`src/rtl/sar_ctrl_sync.sv`:
```
// sar_ctrl_sync: synchronous SAR conversion controller, MSB-first CDAC drive.
// Define SAR_CMP_TIMEOUT_EN to enable the comparator-ready timeout.
module sar_ctrl_sync #(
  parameter int NBIT       = 9,
  parameter int SAMPLE_CYC = 2,
  parameter int TMO_CYC    = 8
) (
  input  logic            CLK,
  input  logic            RST,
  input  logic            START,
  input  logic            CMP_RDY,
  input  logic            CMP_P,
  input  logic            CMP_N,
  output logic            CKS,
  output logic            CKSB,
  output logic            CMP_EN,
  output logic [NBIT-1:0] SWP,
  output logic [NBIT-1:0] SWN,
  output logic [NBIT-1:0] DOUT,
  output logic            VALID,
  output logic            BUSY,
  output logic            TMO_FLAG
);

  typedef enum logic [2:0] {
    S_IDLE,
    S_SAMPLE,
    S_COMPARE,
    S_WAIT,
    S_DONE
  } state_t;

  localparam int KW = (NBIT > 1) ? $clog2(NBIT) : 1;
  localparam int SW = (SAMPLE_CYC > 1) ? $clog2(SAMPLE_CYC) : 1;
  localparam logic [KW-1:0] K_MSB  = KW'(NBIT - 1);
  localparam logic [SW-1:0] S_LAST = SW'(SAMPLE_CYC - 1);

  state_t          state_q;
  state_t          state_d;
  logic [KW-1:0]   k_q;
  logic [KW-1:0]   k_d;
  logic [SW-1:0]   scnt_q;
  logic [SW-1:0]   scnt_d;
  logic [NBIT-1:0] swp_d;
  logic [NBIT-1:0] swn_d;
  logic [NBIT-1:0] dout_d;
  logic [NBIT-1:0] sel;
  logic            start_acc;
  logic            tmo_hit;
  logic            take;
  logic            bit_p;
  logic            bit_n;

  assign start_acc = (state_q == S_IDLE) && START;
  assign sel       = {{(NBIT-1){1'b0}}, 1'b1} << k_q;
  assign take      = CMP_RDY || tmo_hit;
  assign bit_p     = tmo_hit ? 1'b1 : CMP_P;
  assign bit_n     = tmo_hit ? 1'b0 : CMP_N;

`ifdef SAR_CMP_TIMEOUT_EN
  localparam int TW = (TMO_CYC > 1) ? $clog2(TMO_CYC) : 1;
  localparam logic [TW-1:0] T_LAST = TW'(TMO_CYC - 1);

  logic [TW-1:0] tcnt_q;
  logic          tmo_q;

  // Counter restarts on every WAIT entry since COMPARE always precedes WAIT
  assign tmo_hit = (state_q == S_WAIT) && !CMP_RDY &&
                   (tcnt_q == T_LAST);

  always_ff @(posedge CLK) begin
    if (RST) begin
      tcnt_q <= '0;
      tmo_q  <= 1'b0;
    end else begin
      if (state_q != S_WAIT)
        tcnt_q <= '0;
      else if (!CMP_RDY)
        tcnt_q <= tcnt_q + 1'b1;
      if (start_acc)
        tmo_q <= 1'b0;
      else if (tmo_hit)
        tmo_q <= 1'b1;
    end
  end

  assign TMO_FLAG = tmo_q;
`else
  assign tmo_hit  = 1'b0;
  assign TMO_FLAG = 1'b0;
`endif

  always_ff @(posedge CLK) begin
    if (RST)
      state_q <= S_IDLE;
    else
      state_q <= state_d;
  end

  always_comb begin
    state_d = state_q;
    k_d     = k_q;
    scnt_d  = scnt_q;
    swp_d   = SWP;
    swn_d   = SWN;
    dout_d  = DOUT;
    unique case (state_q)
      S_IDLE: begin
        if (start_acc) begin
          state_d = S_SAMPLE;
          scnt_d  = '0;
          swp_d   = '0;
          swn_d   = '0;
        end
      end
      S_SAMPLE: begin
        if (scnt_q == S_LAST) begin
          state_d = S_COMPARE;
          k_d     = K_MSB;
        end else begin
          scnt_d = scnt_q + 1'b1;
        end
      end
      S_COMPARE: state_d = S_WAIT;
      S_WAIT: begin
        if (take) begin
          swp_d = (SWP & ~sel) | (bit_p ? sel : '0);
          swn_d = (SWN & ~sel) | (bit_n ? sel : '0);
          if (k_q == '0) begin
            state_d = S_DONE;
            dout_d  = swp_d;
          end else begin
            k_d     = k_q - 1'b1;
            state_d = S_COMPARE;
          end
        end
      end
      S_DONE:  state_d = S_IDLE;
      default: state_d = S_IDLE;
    endcase
  end

  // Outputs are registered from the next state so they line up with it
  always_ff @(posedge CLK) begin
    if (RST) begin
      k_q    <= '0;
      scnt_q <= '0;
      SWP    <= '0;
      SWN    <= '0;
      DOUT   <= '0;
      CKS    <= 1'b0;
      CKSB   <= 1'b1;
      CMP_EN <= 1'b0;
      VALID  <= 1'b0;
      BUSY   <= 1'b0;
    end else begin
      k_q    <= k_d;
      scnt_q <= scnt_d;
      SWP    <= swp_d;
      SWN    <= swn_d;
      DOUT   <= dout_d;
      CKS    <= (state_d == S_SAMPLE);
      CKSB   <= (state_d != S_SAMPLE);
      CMP_EN <= (state_d == S_COMPARE);
      VALID  <= (state_d == S_DONE);
      BUSY   <= (state_d inside {S_SAMPLE, S_COMPARE, S_WAIT});
    end
  end

endmodule

```
`config.mk`:
```
export PLATFORM = sky130hd
export DESIGN_NAME = sar_ctrl_sync
export DESIGN_NICKNAME = d
export VERILOG_FILES = /design/src/rtl/sar_ctrl_sync.sv
export SDC_FILE = /design/constraint.sdc
export NUM_CORES = 1
export LEC_CHECK = 0
export CORE_AREA = 2 2 67 69
export CTS_BUF_LIST = sky130_fd_sc_hd__clkbuf_4 sky130_fd_sc_hd__clkbuf_8
export DETAILED_ROUTE_END_ITERATION = 8
export DIE_AREA = 0 0 69 71
export GPL_TIMING_DRIVEN = 0
export HOLD_SLACK_MARGIN = 0.05
export PLACE_DENSITY = 0.75
export SLEW_MARGIN = 10
export SYNTH_ARGS = -nofsm -noshare
export SYNTH_HDL_FRONTEND = slang
export SYNTH_SLANG_ARGS = --single-unit
```
`constraint.sdc`:
```
create_clock -name CLK -period 4.7 [get_ports CLK]
set_input_delay 1.41 -clock CLK [delete_from_list [all_inputs] [get_ports CLK]]
set_output_delay 1.41 -clock CLK [all_outputs]
set_load 0.005 [all_outputs]
```
==> reports/metrics.yaml <==
clock_network:
  postCtsResizedCells: 0
  hold_buffers: 0
  cts_made_buffers: 5
  root_buffer: "clkbuf_8"
  clock_sinks: 40
  tritoncts: "yes"
  htree_levels: 2
  post_cts_buffers: 0
  clk_path_buf_depth: 2
  clock_latency_ns: 0.30
  clk_pin_slew_ns: 0.07
sta:
  fin_tns_setup_ns: 0
  min_period_ns: 3.14
  drv_slew: 0
  relSlewSlack: 0.518
  setup_slack_ns: 1.56
  fin_crit_sh: 0.669
  setup_viol: 0
  finalHoldViolations: 0
  fmax_mhz: 318
  tightest_slew_ns: 0.722
  rsz0062_at_grt: "no"
  final.setup_skew_ns: 0.00954
worst_setup_path:
  crit_required_ns: 4.87
  critPathCaptureType: "flip-flop"
  crit_cells: 7
  cp_top_family: "buffers and inverters"
  worstRegToRegCells: 6
  crit_path_max_incr_delay_ns: 0.53
  crit_fanout: 10
  crit_slowest_cell: "clkdlybuf4s50_1"
  cp.buffers_inverters: 3
  worst-setup-path-type: "primary input to flip-flop"
  startpoint_type: "primary input"
  cp_cell_sequence: "clkdlybuf4s50_1 > or3b_4 > a21o_1 > buf_6 > clkbuf_1 > o21ai_0 > a21oi_1"
  cp_data_arrival_time_ns: 3.31
finish:
  n_antenna_cell: 0
  syn2layout_area_growth_pct: 27.4
  fin_area_mm2: 0.00231
  nFillCells: 406
  layout.nets: 265
  final_common_cell: "dfxtp_1"
  final_util: 0.550
  layout_common_cells: "dfxtp_1 (40), clkdlybuf4s50_1 (35), o21ai_0 (24)"
  layout-drive-gt1-share: 0.0709
global_routing:
  grt_pass1_wl_um: 7090
  grt_use_met3: 0.0499
  overflow: 0
  met1_usage: 0.238
  antenna_found_initial: 0
  grt_pass1_vias: 1518
  met2_usage: 0.281
  track_usage: 0.181
  grt_max_degree: 13
  busiest_layer: "met2"
floorplanning:
  coreArea_mm2: 0.00420
  dieArea_mm2: 0.00490
  num_rows: 24
  ios: 39
  die_y_um: 71
  initial_core_util: 0.432
  dieWidth_um: 69
min_path:
  hp-class: "flip-flop to flip-flop"
  min_path_cells: 2
logic_synthesis:
  ys_ff_latch: 40
  syn-cell-area_mm2: 0.00181
  synth_top_cell_by_area: "dfxtp_1"
  synth.distinct_cells: 38
  avgSynthCellArea_um2: 8.56
  yosys_warnings: 0
  synth-seq-area-share: 0.441
  syn-num-nets: 223
  netlist.area_leader.share: 0.441
  synthCells: 212
  yosys-top-cells-area: "dfxtp_1 (44%), o21ai_0 (6.6%), a21oi_1 (6.1%)"
outcome:
  status: "finished, final reports clean"
drt:
  routed_wirelength_um: 4320
  via_per_inst: 5.43
  drcViolationCount: 0
  vias: 1663
  drt_iter0_drc: 80
  ant_nets: 0
  post_drt_wl_per_cell_um: 14.1
  dr.pass1.iters: 4
place:
  place_area_mm2: 0.00223
  dp_hpwl_um: 3130
  gp_congestion: 0.858
  preCtsSetupSlack_ns: 1.25
  place.port_buffers: 35
job:
  cap_viol_max_count: 0
power_and_ir_drop:
  power_density_mw_per_mm2: 282
  leakagePower_nw: 0.840
  vdd_drop_max_v: 0.000163
## worst min-delay path: cells and delay by family, from the launching register on
family	cells	cell delay (ns)
simple gates	1	0.04
compound gates	1	0.05
flops	1	0.33
## cell usage after synthesis (all sizes together)
cell / n
nand2: 18
mux2i: 8
nor3: 1
mux2: 1
nand3: 14
a21boi: 1
o31ai: 1
a2111oi: 1
conb: 1
o21ai: 24
or4: 2
a31o: 1
nor3b: 4
and3: 2
a21o: 1
o211a: 1
nor2: 10
ha: 5
buf: 7
a31oi: 3
a21oi: 23
nand4: 7
dfxtp: 40
a22oi: 1
a211oi: 2
inv: 9
or3b: 1
and4: 1
and3b: 2
a211o: 2
clkbuf: 9
or3: 4
nand3b: 5
## cells by family (layout without fill, tap and decap cells)
logic type      after synthesis  in the layout  share of synthesized area
compound gates               61             61                      0.195
fa+ha+maj                     5              5                     0.0345
buf+inv                      25             67                     0.0634
flops                        40             40                      0.441
mux                           9              9                     0.0503
other cells                   1              1                    0.00207
simple gates                 71             71                      0.213
## sequential cells by signal, indices dropped and copies added (netlist names)
signal and count:
DOUT 9, SWN 9, SWP 9, k_q 4
state_q 3, BUSY 1, CKS 1, CKSB 1
CMP_EN 1, VALID 1, scnt_q 1
## power by group
part / internal (mW) / total [mW] / switching, mW
Combinational: 0.0312 / 0.0811 / 0.0498
Sequential: 0.346 / 0.350 / 0.00391
Clock: 0.100 / 0.219 / 0.119
Total: 0.478 / 0.651 / 0.173
## layout make-up
type	count	area, um2	share of cell area
flip-flops and latches	40	801	0.347
well taps	52	65.1	0.0282
multi-input cells	147	898	0.389
inverters	9	33.8	0.0146
clock inverters	2	12.5	0.00541
repair buffers	35	350	0.152
plain buffers	16	81.3	0.0352
clock buffers	5	68.8	0.0298
## routing by layer
metal / wire, um / up-vias
met5: 0 / -
met4: 72 / 0
met3: 275 / 8
met2: 1950 / 55
met1: 2020 / 754
li1: - / 846
## per-stage QoR
step	std cells	hold slack, ns	total power [mW]
3_3_place_gp	299	0.443	0.437
6_report	306	0.458	0.651
2_1_floorplan	212	0.449	0.411
5_1_grt	306	0.485	0.680
3_5_place_dp	299	0.443	0.438
4_1_cts	306	0.461	0.653
## worst paths after layout
path                             start                   end  slack, ns
setup / recovery                 START   SWP[8]$_SDFFE_PP0P_       1.56
hold / removal    DOUT[1]$_SDFFE_PP0P_  DOUT[1]$_SDFFE_PP0P_       0.46
setup reg to reg   k_q[0]$_SDFFE_PP0P_   k_q[3]$_SDFFE_PP0P_       2.58
hold reg to reg   DOUT[1]$_SDFFE_PP0P_  DOUT[1]$_SDFFE_PP0P_       0.46
Power figures use the tool's default switching activity.
